File: config.mk
export PLATFORM = sky130hd
export DESIGN_NAME = mod3_stream_arbiter_flat
export DESIGN_NICKNAME = d
export VERILOG_FILES = /design/src/rtl/mod3_stream_arbiter_pkg.sv /design/src/rtl/mod3_stream_arbiter_if.sv /design/src/rtl/mod3_stream_arbiter_tracker.sv /design/src/rtl/mod3_stream_arbiter.sv /design/src/flat_wrapper.sv
export SDC_FILE = /design/constraint.sdc
export NUM_CORES = 1
export LEC_CHECK = 0
export BUFFER_PORTS_ARGS = -buffer_cell sky130_fd_sc_hd__buf_2
export CORE_UTILIZATION = 53
export CTS_CLUSTER_SIZE = 14
export DETAILED_ROUTE_END_ITERATION = 10
export GPL_TIMING_DRIVEN = 0
export PLACE_DENSITY = 0.85
export SLEW_MARGIN = 20
export SYNTH_ARGS = -nofsm -noshare
export SYNTH_HDL_FRONTEND = slang
export SYNTH_HIERARCHICAL = 1
export SYNTH_SLANG_ARGS = --single-unit
File: constraint.sdc
create_clock -name i_clk -period 5.88 [get_ports i_clk]
set_input_delay 1.176 -clock i_clk [delete_from_list [all_inputs] [get_ports i_clk]]
set_output_delay 1.176 -clock i_clk [all_outputs]
set_load 0.01 [all_outputs]
File: src/rtl/mod3_stream_arbiter_pkg.sv
// Shared encodings and helper for the mod-3 stream arbiter and its tracker.
// Latency: n/a (types and a pure combinational function only).
// Backpressure: n/a.
package fsm_pkg;

  // Controller states
  typedef enum logic [1:0] {
    ST_IDLE   = 2'b00,
    ST_STREAM = 2'b01,
    ST_RESULT = 2'b10
  } ctrl_state_e;

  // Running ones count modulo 3
  typedef enum logic [1:0] {
    S0 = 2'b00,
    S1 = 2'b01,
    S2 = 2'b10
  } mod3_state_e;

  // Next tracker state for one accepted bit; zeros leave the count alone.
  function automatic mod3_state_e MOD3_NEXT(input mod3_state_e s, input logic b);
    mod3_state_e n;
    n = s;
    if (b) begin
      case (s)
        S0:      n = S1;
        S1:      n = S2;
        default: n = S0;
      endcase
    end
    return n;
  endfunction

endpackage

File: src/rtl/mod3_stream_arbiter_if.sv
// Requester/consumer bundle of the mod-3 stream arbiter.
// Latency: n/a (wiring only).
// Backpressure: bit_valid/bit_ready per requester, res_valid/res_ready for the result.
interface mod3_stream_arbiter_if #(
  parameter int N_REQ = 4,
  parameter int LEN_W = 8
);
  localparam int ID_W = $clog2(N_REQ);

  logic [N_REQ-1:0]       i_req;
  logic [N_REQ*LEN_W-1:0] i_len;
  logic [N_REQ-1:0]       i_bit_valid;
  logic [N_REQ-1:0]       i_bit;
  logic [N_REQ-1:0]       o_bit_ready;
  logic [N_REQ-1:0]       o_grant;
  logic                   o_busy;
  logic                   o_res_valid;
  logic                   o_res_z;
  logic [ID_W-1:0]        o_res_id;
  logic                   i_res_ready;

  // Producer/consumer side
  modport master (
    output i_req, i_len, i_bit_valid, i_bit, i_res_ready,
    input  o_bit_ready, o_grant, o_busy, o_res_valid, o_res_z, o_res_id
  );

  // Arbiter side
  modport slave (
    input  i_req, i_len, i_bit_valid, i_bit, i_res_ready,
    output o_bit_ready, o_grant, o_busy, o_res_valid, o_res_z, o_res_id
  );

endinterface

File: src/rtl/mod3_stream_arbiter_tracker.sv
// Mod-3 ones counter shared by all requesters; clear wins over enable.
// Latency: state updates on the edge after an enabled bit.
// Backpressure: none, counts only when i_en is high.
module mod3_tracker
  import fsm_pkg::*;
(
  input  logic        i_clk,
  input  logic        i_rst,
  input  logic        i_clr,
  input  logic        i_en,
  input  logic        i_bit,
  output mod3_state_e o_state,
  output logic        o_z
);

  mod3_state_e state_q, state_d;

  // Next count: clear at grant, otherwise advance on accepted bits
  always_comb begin
    state_d = state_q;
    if (i_clr)     state_d = S0;
    else if (i_en) state_d = MOD3_NEXT(state_q, i_bit);
  end

  // Count register
  always_ff @(posedge i_clk) begin
    if (i_rst) state_q <= S0;
    else       state_q <= state_d;
  end

  assign o_state = state_q;
  assign o_z     = (state_q == S0);

endmodule

File: src/rtl/mod3_stream_arbiter.sv
// Round-robin share of one mod-3 detector across N_REQ serial requesters.
// Latency: grant 1 cycle after the IDLE pick, result 1 cycle after the last bit.
// Backpressure: stalls on bit_valid bubbles; result held until i_res_ready.
module mod3_stream_arbiter
  import fsm_pkg::*;
#(
  parameter  int N_REQ = 4,
  parameter  int LEN_W = 8,
  localparam int ID_W  = $clog2(N_REQ)
) (
  input  logic                 i_clk,
  input  logic                 i_rst,
  mod3_stream_arbiter_if.slave bus
);

  ctrl_state_e     state_q, state_d;
  logic [ID_W-1:0] id_q, id_d;
  logic [ID_W-1:0] last_id_q, last_id_d;
  logic [LEN_W-1:0] rem_q, rem_d;
  logic [ID_W-1:0] pick_id;
  logic [LEN_W-1:0] pick_len;
  logic            req_any;
  logic            xfer;
  logic            trk_clr;
  mod3_state_e     trk_state;
  logic            trk_z;

  assign req_any = |bus.i_req;
  assign xfer    = (state_q == ST_STREAM) && bus.i_bit_valid[id_q];

  // Round-robin pick: first set request above last_id, wrapping; smallest offset wins
  always_comb begin
    int              j;
    logic [ID_W-1:0] jj;
    pick_id  = '0;
    pick_len = '0;
    for (int k = N_REQ; k >= 1; k--) begin
      j = int'(last_id_q) + k;
      if (j >= N_REQ) j = j - N_REQ;
      jj = ID_W'(j);
      if (bus.i_req[jj]) pick_id = jj;
    end
    for (int k = 0; k < N_REQ; k++) begin
      if (pick_id == ID_W'(k)) pick_len = bus.i_len[k*LEN_W +: LEN_W];
    end
  end

  // Controller state and frame bookkeeping
  always_ff @(posedge i_clk) begin
    if (i_rst) begin
      state_q   <= ST_IDLE;
      id_q      <= '0;
      last_id_q <= ID_W'(N_REQ - 1);
      rem_q     <= '0;
    end else begin
      state_q   <= state_d;
      id_q      <= id_d;
      last_id_q <= last_id_d;
      rem_q     <= rem_d;
    end
  end

  // Next state: grant in IDLE, count bits in STREAM, wait for the consumer in RESULT
  always_comb begin
    state_d   = state_q;
    id_d      = id_q;
    last_id_d = last_id_q;
    rem_d     = rem_q;
    trk_clr   = 1'b0;
    case (state_q)
      ST_IDLE: begin
        if (req_any) begin
          id_d    = pick_id;
          rem_d   = pick_len;
          trk_clr = 1'b1;
          state_d = (pick_len != '0) ? ST_STREAM : ST_RESULT;
        end
      end
      ST_STREAM: begin
        if (xfer) begin
          rem_d = rem_q - 1'b1;
          if (rem_q == LEN_W'(1)) state_d = ST_RESULT;
        end
      end
      ST_RESULT: begin
        if (bus.i_res_ready) begin
          last_id_d = id_q;
          state_d   = ST_IDLE;
        end
      end
      default: state_d = ST_IDLE;
    endcase
  end

  // Outputs decoded from registered state only
  always_comb begin
    bus.o_grant     = '0;
    bus.o_bit_ready = '0;
    if (state_q == ST_STREAM) begin
      bus.o_grant[id_q]     = 1'b1;
      bus.o_bit_ready[id_q] = 1'b1;
    end
    bus.o_busy      = (state_q != ST_IDLE);
    bus.o_res_valid = (state_q == ST_RESULT);
    bus.o_res_z     = (state_q == ST_RESULT) && trk_z;
    bus.o_res_id    = (state_q == ST_RESULT) ? id_q : '0;
  end

  mod3_tracker u_tracker (
    .i_clk   (i_clk),
    .i_rst   (i_rst),
    .i_clr   (trk_clr),
    .i_en    (xfer),
    .i_bit   (bus.i_bit[id_q]),
    .o_state (trk_state),
    .o_z     (trk_z)
  );

  // The zero flag must always agree with the encoded count
  a_trk_z: assert property (@(posedge i_clk) disable iff (i_rst) trk_z == (trk_state == S0));

endmodule

File: src/flat_wrapper.sv
// flat-port wrapper written by rule: the top's interface ports become plain ports
module mod3_stream_arbiter_flat import fsm_pkg::*;
#(
  parameter  int N_REQ = 4,
  parameter  int LEN_W = 8,
  localparam int ID_W  = $clog2(N_REQ)
)
  (i_clk, i_rst, bus_i_req, bus_i_len, bus_i_bit_valid, bus_i_bit, bus_i_res_ready, bus_o_bit_ready, bus_o_grant, bus_o_busy, bus_o_res_valid, bus_o_res_z, bus_o_res_id);
  mod3_stream_arbiter_if #(.N_REQ(N_REQ), .LEN_W(LEN_W)) bus_i ();
  input  logic i_clk;
  input  logic i_rst;
  input wire logic [$bits(bus_i.i_req)-1:0] bus_i_req;
  input wire logic [$bits(bus_i.i_len)-1:0] bus_i_len;
  input wire logic [$bits(bus_i.i_bit_valid)-1:0] bus_i_bit_valid;
  input wire logic [$bits(bus_i.i_bit)-1:0] bus_i_bit;
  input wire logic [$bits(bus_i.i_res_ready)-1:0] bus_i_res_ready;
  output wire logic [$bits(bus_i.o_bit_ready)-1:0] bus_o_bit_ready;
  output wire logic [$bits(bus_i.o_grant)-1:0] bus_o_grant;
  output wire logic [$bits(bus_i.o_busy)-1:0] bus_o_busy;
  output wire logic [$bits(bus_i.o_res_valid)-1:0] bus_o_res_valid;
  output wire logic [$bits(bus_i.o_res_z)-1:0] bus_o_res_z;
  output wire logic [$bits(bus_i.o_res_id)-1:0] bus_o_res_id;
  assign bus_i.i_req = bus_i_req;
  assign bus_i.i_len = bus_i_len;
  assign bus_i.i_bit_valid = bus_i_bit_valid;
  assign bus_i.i_bit = bus_i_bit;
  assign bus_i.i_res_ready = bus_i_res_ready;
  assign bus_o_bit_ready = bus_i.o_bit_ready;
  assign bus_o_grant = bus_i.o_grant;
  assign bus_o_busy = bus_i.o_busy;
  assign bus_o_res_valid = bus_i.o_res_valid;
  assign bus_o_res_z = bus_i.o_res_z;
  assign bus_o_res_id = bus_i.o_res_id;
  mod3_stream_arbiter #(.N_REQ(N_REQ), .LEN_W(LEN_W)) u_core (.i_clk(i_clk), .i_rst(i_rst), .bus(bus_i));
endmodule
# Word-level counts from Yosys, hierarchy flattened
# Index checks and enable logic that the tools add are counted.
dict set report word_totals {
  in_bits 47
  regBits 16
  output_inout_bits 13
}
dict set report op_classes {
  n_lt_le_gt_ge 10
  mux 40
  n_reduce_logical 16
  add_sub_neg 9
  eq_ne 11
}
# cell count
set ops {}
lappend ops {{2-to-1 mux 8 bit} 6}
lappend ops {{2-to-1 mux 2 bit} 14}
lappend ops {{case mux 8 bit (2 select lines)} 1}
lappend ops {{less-than comparator 2 x 3 -> 1 bit, second input constant} 5}
lappend ops {{binary-select mux 1 bit (select 2 bit)} 6}
lappend ops {{>= comparator 3 bit, second input constant} 3}
lappend ops {{2-to-1 mux 1 bit} 9}
lappend ops {{== test 8 x 1 -> 1 bit, second input constant} 1}
lappend ops {{nonzero test 8 bit} 1}
lappend ops {{subtractor 2 x 1 -> 2 bit, second input constant} 4}
lappend ops {{subtractor 8 x 1 -> 8 bit, second input constant} 1}
lappend ops {{adder 2 x 2 -> 3 bit, second input constant} 2}
lappend ops {{== test 2 x 1 -> 1 bit, second input constant} 3}
lappend ops {{== test 2 bit, second input constant} 3}
lappend ops {{logical NOT 2 bit} 3}
lappend ops {{!= test 2 bit, second input constant} 3}
lappend ops {{case mux 2 bit (3 select lines)} 1}
lappend ops {{AND reduction 2 bit} 3}
lappend ops {{adder 2 x 3 -> 4 bit, second input constant} 1}
lappend ops {{>= comparator 4 x 3 -> 1 bit, second input constant} 1}
lappend ops {{2-to-1 mux 4 bit} 1}
lappend ops {{case mux 2 bit (2 select lines)} 1}
lappend ops {{AND reduction 4 bit} 1}
lappend ops {{nonzero test 2 bit} 2}
lappend ops {{8 further kinds} 10}

# Longest topological paths before layout
# Gate-level depths: netlist (run 1).
dict set report logic_depth {
  depth_word 18
  depth_mapped 7
}

# By module
# Netlist (run 1), hierarchy kept.
# module cells_per_inst n_inst seq_area_each_um2 area_each_um2
set by_module_without_submodules {}
lappend by_module_without_submodules {mod3_stream_arbiter 186 1 280.3 1496.4}
lappend by_module_without_submodules {mod3_tracker 10 1 40.0 101.3}

# Worst setup path before layout (run 1)
# Ideal clock, no wire load.
dict set report synth_timing {
  path_type {input to register}
  from {input port bus_i_req[0]}
  to {register u_core.rem_q[3]}
  setup_time_ps 117
  required_time_ps 5763
  setup_slack_ps 3156
  path_stages 5
  arrival_ps 2607
  path_buffers 1
  cell_sequence {or3_1 > clkbuf_1 > nand3_2 > mux4_2 > a32o_1}
}
dict set report synth_via {
  elab_chain_len 13
  elab_cells_between_ends 25
}
# item line
set synth_lines {}
lappend synth_lines {{start, declared} flat_wrapper.sv:12} ;# input wire logic [$bits(bus_i.i_req)-1:0] bus_i_req;
lappend synth_lines {{binary-select mux 1 bit (select 2 bit)} mod3_stream_arbiter.sv:41} ;# if (bus.i_req[jj]) pick_id = jj;
lappend synth_lines {{2-to-1 mux 1 bit (not written as such)} mod3_stream_arbiter.sv:41}
lappend synth_lines {{2-to-1 mux 2 bit (4 in a row)} mod3_stream_arbiter.sv:41}
lappend synth_lines {{logical NOT 2 bit} mod3_stream_arbiter.sv:44} ;# if (pick_id == ID_W'(k)) pick_len = bus.i_len[k*LEN_W +: LEN_W];
lappend synth_lines {{2-to-1 mux 8 bit (4 in a row)} mod3_stream_arbiter.sv:44}
lappend synth_lines {{2-to-1 mux 8 bit} mod3_stream_arbiter.sv:72} ;# if (req_any) begin
lappend synth_lines {{case mux 8 bit (2 select lines)} mod3_stream_arbiter.sv:70} ;# case (state_q)
lappend synth_lines {{end signal, assigned} mod3_stream_arbiter.sv:59} ;# rem_q <= rem_d;
lappend synth_lines {{end, declared} mod3_stream_arbiter.sv:19} ;# logic [LEN_W-1:0] rem_q, rem_d;
# Several ways; a longest one is shown, not always the timed one. The select of a mux whose other input is x is not followed.
# A chain may end at the register's enable or synchronous reset.

# Worst setup path after layout (run 1)
dict set report layout_timing {
  from {register u_core.state_q[0]}
  to {output port bus_o_grant[2]}
}
dict set report layout_via {
  elab_chain_len 2
}
# item line
set layout_lines {}
lappend layout_lines {{start, declared} mod3_stream_arbiter.sv:16} ;# ctrl_state_e state_q, state_d;
lappend layout_lines {{start signal, assigned} mod3_stream_arbiter.sv:56} ;# state_q <= state_d;
lappend layout_lines {{== test 2 x 1 -> 1 bit} mod3_stream_arbiter.sv:99} ;# if (state_q == ST_STREAM) begin
lappend layout_lines {{2-to-1 mux 4 bit} mod3_stream_arbiter.sv:99}
lappend layout_lines {{end, declared} flat_wrapper.sv:18} ;# output wire logic [$bits(bus_i.o_grant)-1:0] bus_o_grant;
# Every way passes these cells.

==> results of run 1 <==
==> placed cells by master (no fill, tap or decap), drive strengths merged, types with 7 or more instances in the layout <==
cell	Yosys	layout
buf	8	67
nor2	20	20
dfxtp	16	16
nand2	14	14
a21oi	10	10
o21ai	10	10
nor4	9	9
clkbuf	5	9
nand3	8	8
inv	7	7
nor3	7	7
o31a	7	7
==> flip-flops by register name, summed over array words and instances (netlist names) <==
signal / flops
u_core/rem_q: 8
u_core/u_tracker/o_state: 2
u_core/last_id_q: 2
u_core/id_q: 2
u_core/state_q: 2
==> metrics by stage <==
step	std cells	util (%)
detailed placement	286	68.87
finish	290	70.16
CTS	290	70.16
global placement	286	68.87
global route	290	70.16
floorplan	196	-
==> cells by family after synthesis <==
| family | after synthesis | share of synthesized area (%) |
|---|---|---|
| mux | 11 | 10.81 |
| buf+inv | 20 | 6.735 |
| compound gates | 57 | 28.74 |
| flops | 16 | 20.05 |
| simple gates | 90 | 32.11 |
| fa+ha+maj | 2 | 1.566 |
==> per-layer routing <==
| layer | vias to the layer above | track usage [%] |
|---|---|---|
| met5 | - | 0 |
| met3 | 7 | 3.917 |
| li1 | 891 | - |
| met2 | 124 | 53.95 |
| met4 | 0 | 9.408 |
| met1 | 819 | 35.36 |
==> tightest hold or removal path, stage by stage (launching register included) <==
cell,delay [ns]
dfxtp_1,0.35
nand2_1,0.06
nand3_1,0.07
==> cell type report <==
class                           instances  area (um^2)
Sequential cell                        16        320.3
Timing Repair Buffer                   59        295.3
Multi-Input combinational cell        160         1170
Fill cell                             253        837.1
Buffer                                 13        81.33
Clock buffer                            4        36.28
Inverter                                7        26.28
Tap cell                               31        38.79
==> report_power, final <==
group,internal [mW],switching (mW),total [mW]
Sequential,0.140,0.0340,0.174
Combinational,0.159,0.210,0.368
Clock,0.0377,0.0357,0.0734
==> path summary, 6_finish.rpt <==
kind | end | slack [ns]
max | bus_o_grant[2] | 2.83
min | u_core/last_id_q[0] | 0.53
min reg2reg | u_core/last_id_q[0] | 0.53
max reg2reg | u_core/rem_q[6] | 3.86
==> flow_summary.toml, run 1 <==
[routing]
wire_per_inst_um = 15.42
viasPerCell = 6.348
met2WireLength_um = 2139
drt-initial-drc-count = 132
dr_wl_met3_um = 440
top_layer_used = "met4"
routed_wl_um = 4473
first_pass_iters = 9
via_count = 1841
met1_length_um = 1842
drc = 12
ant_nets = 0

[worst_hold_path]
hold_class = "flip-flop to flip-flop"
worstHoldPathCells = 2
min_from = "u_core/last_id_q[0]"

[synthesis]
netlist_instances = 196
synth_most_common_cell = "nor2_1"
synth_top_cell_area_share_pct = 20.05
yosys.cell_types.count = 59
synth_edf_count = 0
ys_seq_area_share_pct = 20.05
yosysTopAreaCell = "dfxtp_1"
synth-warning-count = 6
syn_nets = 245
synth_top_flop_cell = "dfxtp_1"
async_flop_share_pct = 0
synth.ff_latch_count = 16
avgSynthCellArea_um2 = 8.152
synth_area_leaders = "dfxtp_1 (20%), nor2_1 (4.7%), mux4_2 (4.2%)"
synth_common_cells = "nor2_1 (20), dfxtp_1 (16), nand2_1 (14)"
syn_area_mm2 = 0.001598

[outcome]
status = "finished, violations left"
failed_checks = "design-rule violations"

[floorplanning]
die_area_mm2 = 0.003238
die_w_um = 56.91
core_area_mm2 = 0.002805
ioPinCount = 60
initial_core_util_pct = 56.96
die_h_um = 56.91
rows = 19

[sta]
hold_viol = 0
setup_viol = 0
fin_skew_ns = 0.006651
period_share_pct = 51.92
worstMarginPinSlew_ns = 0.8906
report.final.slew_viol_count = 0
timing.final.ws_setup_ns = 2.827
fin_setup_tns_ns = 0
period_needed_ns = 3.053
max_freq_ghz = 0.3276
rsz0062_at_grt = "false"
fin_hold_ws_ns = 0.5297
relSlewSlack_pct = 40.17

[worst_setup_path]
arrival_ns = 1.88
cpPeakStageDelay_ns = 0.40
crit_type = "flip-flop to primary output"
crit_family = "buffers and inverters"
endpoint_kind = "primary output"
crit_path_max_fanout = 10
cp.depth = 6
slowest_stage = "clkbuf_1"
crit_path_start = "u_core/state_q[0]"
rr_startpoint = "u_core/id_q[1]"
cp-start-kind = "flip-flop"
critPathRequiredTime_ns = 4.70
reg2reg_depth = 7
path_cells = "nor2b_1 > clkbuf_1 > nand2_1 > nor2_1 > buf_4 > buf_2"
crit_buf_inv = 3

[cts]
clk_pin_slew_ns = 0.10
clk_latency_ns = 0.29
cts_tree = "built"
clockRootBuffer = "clkbuf_4"
h-tree-depth = 1
cts_resized = 0
hold_buffers = 0
cts_sinks = 16
numCtsBuffers = 3
clockBufferDepth = 2
post_cts_buffers = 0

[global_route]
grt_pass1_vias = 1706
grt_overflow_total = 0
gr-usage-all-layers_pct = 29.48
grt_pass1_wl_um = 7472
grt_max_degree = 11
antenna_found_initial = 0

[placed_design]
gp_congestion = 0.9485
io_buffers = 59
dp_hpwl_um = 3513
placed_cell_area_mm2 = 0.001932
dp_slack_ns = 2.895

[power]
p_leak_nw = 0.8672
power.total_mw = 0.6152
ir_worst_vdd_uv = 152.2
p_per_area_mw_per_mm2 = 312.6

[final_layout]
syn2layout_area_growth_pct = 23.18
drive_gt1_share_pct = 36.68
final_cell_area_mm2 = 0.001968
diodes = 0
nNetsFinal = 309

[run]
maxCapViolCount = 0
Note: power is estimated with default switching activity, not from simulation.
==> inputs of run 2 (changes only) <==
--- a/config.mk
+++ b/config.mk
@@ -6,11 +6,11 @@
 export NUM_CORES = 1
 export LEC_CHECK = 0
 export BUFFER_PORTS_ARGS = -buffer_cell sky130_fd_sc_hd__buf_2
-export CORE_UTILIZATION = 53
+export CORE_UTILIZATION = 45
 export CTS_CLUSTER_SIZE = 14
 export DETAILED_ROUTE_END_ITERATION = 10
 export GPL_TIMING_DRIVEN = 0
-export PLACE_DENSITY = 0.85
+export PLACE_DENSITY = 0.77
 export SLEW_MARGIN = 20
 export SYNTH_ARGS = -nofsm -noshare
 export SYNTH_HDL_FRONTEND = slang
==> constraint.sdc (replaced) <==
create_clock -name i_clk -period 2.8 [get_ports i_clk]
set_input_delay 0.56 -clock i_clk [delete_from_list [all_inputs] [get_ports i_clk]]
set_output_delay 0.56 -clock i_clk [all_outputs]
set_load 0.01 [all_outputs]
==> run 2 against run 1 <==
- the run now ends clean
- clock power grew 65%
- die area is 17% higher
- design area increased by 0.25%
- first-iteration DRC count is 38% lower
- total power up 100%
- setup slack worse by 2.5 ns
- core utilization decreased by 11 points
- largest cell class unchanged
- highest routed layer unchanged
==> flow_summary.toml, run 2 (same netlist as run 1, synthesis figures left out) <==
[outcome]
status = "finished, final reports clean"

[final_layout]
final_common_cell = "buf_2"
diodes = 0
utilization_pct = 58.67
regMostFlops = "u_core/rem_q"
fin_cells = 304
drive_gt1_share_pct = 36.43
nFillCells = 349
nNetsFinal = 309
largest_reg_flops = 8
final_cell_mix = "buf_2 (61), nor2_1 (20), dfxtp_1 (16)"
syn2layout_area_growth_pct = 23.49
final_cell_area_mm2 = 0.001973

[global_route]
grt_max_degree = 11
gr-usage-all-layers_pct = 23.95
grt_overflow_total = 0
grt_pass1_vias = 1422
antenna_found_initial = 0
grt_pass1_wl_um = 6810

[power]
ir_worst_vdd_uv = 197.7
p_leak_nw = 0.8600
power.total_mw = 1.248
p_per_area_mw_per_mm2 = 632.6

[sta]
max_freq_ghz = 0.4098
period_share_pct = 87.16
timing.final.ws_setup_ns = 0.3595
worstMarginPinSlew_ns = 0.9238
rsz0062_at_grt = "false"
period_needed_ns = 2.440
fin_skew_ns = 0.001428
relSlewSlack_pct = 37.94
fin_hold_ws_ns = 0.5232
setup_viol = 0
fin_setup_tns_ns = 0
report.final.slew_viol_count = 0
hold_viol = 0

[cts]
numCtsBuffers = 3
cts_resized = 0
clockBufferDepth = 2
clockRootBuffer = "clkbuf_4"
cts_sinks = 16
clk_latency_ns = 0.28
cts_tree = "built"
hold_buffers = 0
clk_pin_slew_ns = 0.09
h-tree-depth = 1
post_cts_buffers = 0

[floorplanning]
die_w_um = 61.59
core_area_mm2 = 0.003363
die_area_mm2 = 0.003793
rows = 21
initial_core_util_pct = 47.51
ioPinCount = 60
die_h_um = 61.59

[routing]
first_pass_iters = 5
routed_wl_um = 4306
drc = 0
wire_per_inst_um = 14.16
via_count = 1774
viasPerCell = 5.836
drt-initial-drc-count = 82
ant_nets = 0

[worst_setup_path]
critPathRequiredTime_ns = 2.24
endpoint_kind = "primary output"
rr_startpoint = "u_core/last_id_q[0]"
cp-start-kind = "flip-flop"
crit_path_max_fanout = 10
crit_path_start = "u_core/state_q[0]"
crit_type = "flip-flop to primary output"
arrival_ns = 1.88
reg2reg_depth = 5
reg2reg_slack_ns = 0.79
reg2reg_to = "u_core/rem_q[3]"

[worst_hold_path]
worstHoldPathCells = 2
min_from = "u_core/last_id_q[0]"
hold_class = "flip-flop to flip-flop"
hold_path_end = "u_core/last_id_q[0]"

[placed_design]
gp_congestion = 0.8377
dp_slack_ns = 0.4062
io_buffers = 59
placed_cell_area_mm2 = 0.001951
dp_hpwl_um = 3480
dp.cells = 301

[run]
maxCapViolCount = 0
[run 2: worst max path at each step]
stage | endpoint | cells past startpoint
floorplan | u_core/rem_q[3] | 5
global placement | u_core/rem_q[3] | 7
detailed placement | u_core/rem_q[3] | 7
CTS | bus_o_grant[3] | 5
global route | bus_o_grant[3] | 5
finish | bus_o_grant[3] | 5
[run 2: report_power, final]
| part | leakage (nW) | switching (mW) | internal [mW] |
|---|---|---|---|
| Sequential | 0.131 | 0.0683 | 0.293 |
| Combinational | 0.715 | 0.433 | 0.332 |
| Clock | 0.0138 | 0.0716 | 0.0499 |
[run 2: area by class of cell]
type                            count  area [um^2]  area share, %
Clock buffer                        3        22.52          1.141
Timing Repair Buffer               59        295.3          14.97
Buffer                             13        81.33          4.122
Inverter                            7        26.28          1.332
Multi-Input combinational cell    160         1170          59.29
Sequential cell                    16        320.3          16.23
Tap cell                           46        57.56          2.917
[run 2: layer usage]
| layer | track usage, % | share of wire (%) |
|---|---|---|
| met1 | 35.87 | 48 |
| met3 | 1.891 | 4.5 |
| met4 | 5.714 | 0.49 |
| met2 | 37.02 | 47 |
| met5 | 0 | 0 |
[run 2: worst max-delay path: stages, from the launching register on]
cell and delay, ns:
dfxtp_1 0.38, nor2b_1 0.35, clkbuf_1 0.40, and3_2 0.26, buf_4 0.10, buf_2 0.11
==> inputs of run 3 (changes only) <==
--- a/config.mk
+++ b/config.mk
@@ -6,11 +6,12 @@
 export NUM_CORES = 1
 export LEC_CHECK = 0
 export BUFFER_PORTS_ARGS = -buffer_cell sky130_fd_sc_hd__buf_2
-export CORE_UTILIZATION = 45
+export CORE_UTILIZATION = 50
 export CTS_CLUSTER_SIZE = 14
 export DETAILED_ROUTE_END_ITERATION = 10
-export GPL_TIMING_DRIVEN = 0
-export PLACE_DENSITY = 0.77
+export GPL_ROUTABILITY_DRIVEN = 0
+export GPL_TIMING_DRIVEN = 1
+export PLACE_DENSITY = 0.81
 export SLEW_MARGIN = 20
 export SYNTH_ARGS = -nofsm -noshare
 export SYNTH_HDL_FRONTEND = slang
==> constraint.sdc (replaced) <==
create_clock -name i_clk -period 2.5 [get_ports i_clk]
set_input_delay 0.5 -clock i_clk [delete_from_list [all_inputs] [get_ports i_clk]]
set_output_delay 0.5 -clock i_clk [all_outputs]
set_load 0.01 [all_outputs]
==> run 3 against run 2 <==
- sequential power grew 14%
- cell count is 3.6% lower
- first-iteration DRC count increased by 21%
- total power up 11%
- count of clock-buffer cells in the layout rose by 1
- via count down 1.0%
- critical path type is now flip-flop to flip-flop
- largest power group unchanged
- highest routed layer unchanged
==> flow_summary.toml, run 3 (same netlist as run 1, synthesis figures left out) <==
[final_layout]
final_cell_area_mm2 = 0.001926
diodes = 0
syn2layout_area_growth_pct = 20.52
nFillCells = 279
largest_reg_flops = 8
final_cell_mix = "buf_2 (59), nor2_1 (20), dfxtp_1 (16)"
regArea_um2 = 320.3
multiInputGateArea_mm2 = 0.001170
regMostFlops = "u_core/rem_q"
nNetsFinal = 299
final_common_cell = "buf_2"
drive_gt1_share_pct = 36.14

[worst_setup_path]
cpMostUsedCell = "a22oi_2"
cpPeakStageDelay_ns = 0.58
endpoint_kind = "flip-flop"
reg2reg_slack_ns = 0.45
slowest_stage = "mux4_2"
arrival_ns = 2.27
crit_family = "compound AO/OA/AOI/OAI gates"
crit_buf_inv = 0
cp-start-kind = "flip-flop"
crit_type = "flip-flop to flip-flop"
crit_path_max_fanout = 11
critPathRequiredTime_ns = 2.72
path_cells = "mux4_2 > a22oi_2 > o21bai_4 > a22oi_2 > a311oi_2"

[floorplanning]
die_h_um = 58.53
core_area_mm2 = 0.003053
rows = 20
die_w_um = 58.53
initial_core_util_pct = 52.34
ioPinCount = 60
die_area_mm2 = 0.003426

[placed_design]
io_buffers = 59
placed_cell_area_mm2 = 0.001889
dp_hpwl_um = 3323
dp_slack_ns = 0.1490

[routing]
first_pass_iters = 6
wire_per_inst_um = 14.19
routed_wl_um = 4158
drt-initial-drc-count = 99
ant_nets = 0
drc = 0
viasPerCell = 5.993
via_count = 1756

[cts]
cts_resized = 0
clockBufferDepth = 2
numCtsBuffers = 3
clockRootBuffer = "clkbuf_4"
cts_sinks = 16
h-tree-depth = 1
hold_buffers = 0
cts_tree = "built"
post_cts_buffers = 0
clk_pin_slew_ns = 0.10
clk_latency_ns = 0.29

[sta]
hold_viol = 0
worstMarginPinSlew_ns = 0.9360
relSlewSlack_pct = 37.12
setup_viol = 0
fin_setup_tns_ns = 0
period_needed_ns = 2.052
period_share_pct = 82.07
timing.final.ws_setup_ns = 0.4483
report.final.slew_viol_count = 0
fin_skew_ns = 0.001067
rsz0062_at_grt = "false"
max_freq_ghz = 0.4874

[power]
ir_worst_vdd_uv = 320.5
switching_share_pct = 45.30
p_leak_nw = 0.8374
power.share.clock_pct = 12.8
combPwrFrac_pct = 57.3
power.total_mw = 1.384
p_sw_mw = 0.6270
p_per_area_mw_per_mm2 = 718.9
p_seq_share_pct = 29.9
power.internal_mw = 0.7573

[global_route]
antenna_found_initial = 0
grt_pass1_vias = 1541
grt_overflow_total = 0
gr-usage-all-layers_pct = 26.19
grt_max_degree = 15
grt_pass1_wl_um = 7010

[run]
maxCapViolCount = 0

[outcome]
status = "finished, final reports clean"

[worst_hold_path]
hold_class = "input port to flip-flop"
## run 3: cell count changes in the layout (fill, tap and decap cells not counted)
cell,before,now
clkbuf_1,5,0
buf_2,61,59
buf_6,2,0
buf_4,4,3
clkbuf_8,0,1
## run 3: worst reg2reg max path, delay by kind of cell, from the launching register on
kind	cells	cell delay (ns)
AOI/OAI and AO/OA	4	1.03
muxes	1	0.58
DFF	1	0.36
## run 3: worst paths after layout
kind / depth (start not counted) / end / startpoint
max reg2reg: 5 / u_core/rem_q[6] / u_core/id_q[0]
min reg2reg: 2 / u_core/last_id_q[0] / u_core/last_id_q[0]
max: 5 / u_core/rem_q[6] / u_core/id_q[0]
min: 3 / u_core/last_id_q[0] / bus_i_res_ready
## run 3: area by class of cell
type / instances / area share (%)
multi-input cells: 160 / 60.75
inverters: 7 / 1.365
repair buffers: 62 / 16.50
well taps: 44 / 2.859
clock buffers: 4 / 1.884
flip-flops and latches: 16 / 16.63
## run 3: power by group through the flow
stage	combinational (mW)	clock, mW	sequential, mW
2_1_floorplan	0.631	0	0.391
3_3_place_gp	0.776	0	0.412
3_5_place_dp	0.782	0	0.418
4_1_cts	0.787	0.181	0.411
5_1_grt	0.886	0.190	0.427
6_report	0.793	0.177	0.414
## run 3: routing by layer
metal  global-route usage [%]  share of wire (%)  vias up
li1                         -                  -      870
met2                    42.04                 47       77
met3                    2.198                5.8        8
met1                    36.28                 45      801
met5                        0                  0        -
met4                    10.88                2.1        0
## run 3: metrics by stage
stage                     util, %  hold slack, ns  cells
final                       63.07          0.4976    293
after global routing        63.07          0.5088    293
after CTS                   63.07          0.4935    293
after detailed placement    61.89          0.5020    289
after global placement      61.89          0.4990    289
after floorplan                 -          0.4748    196
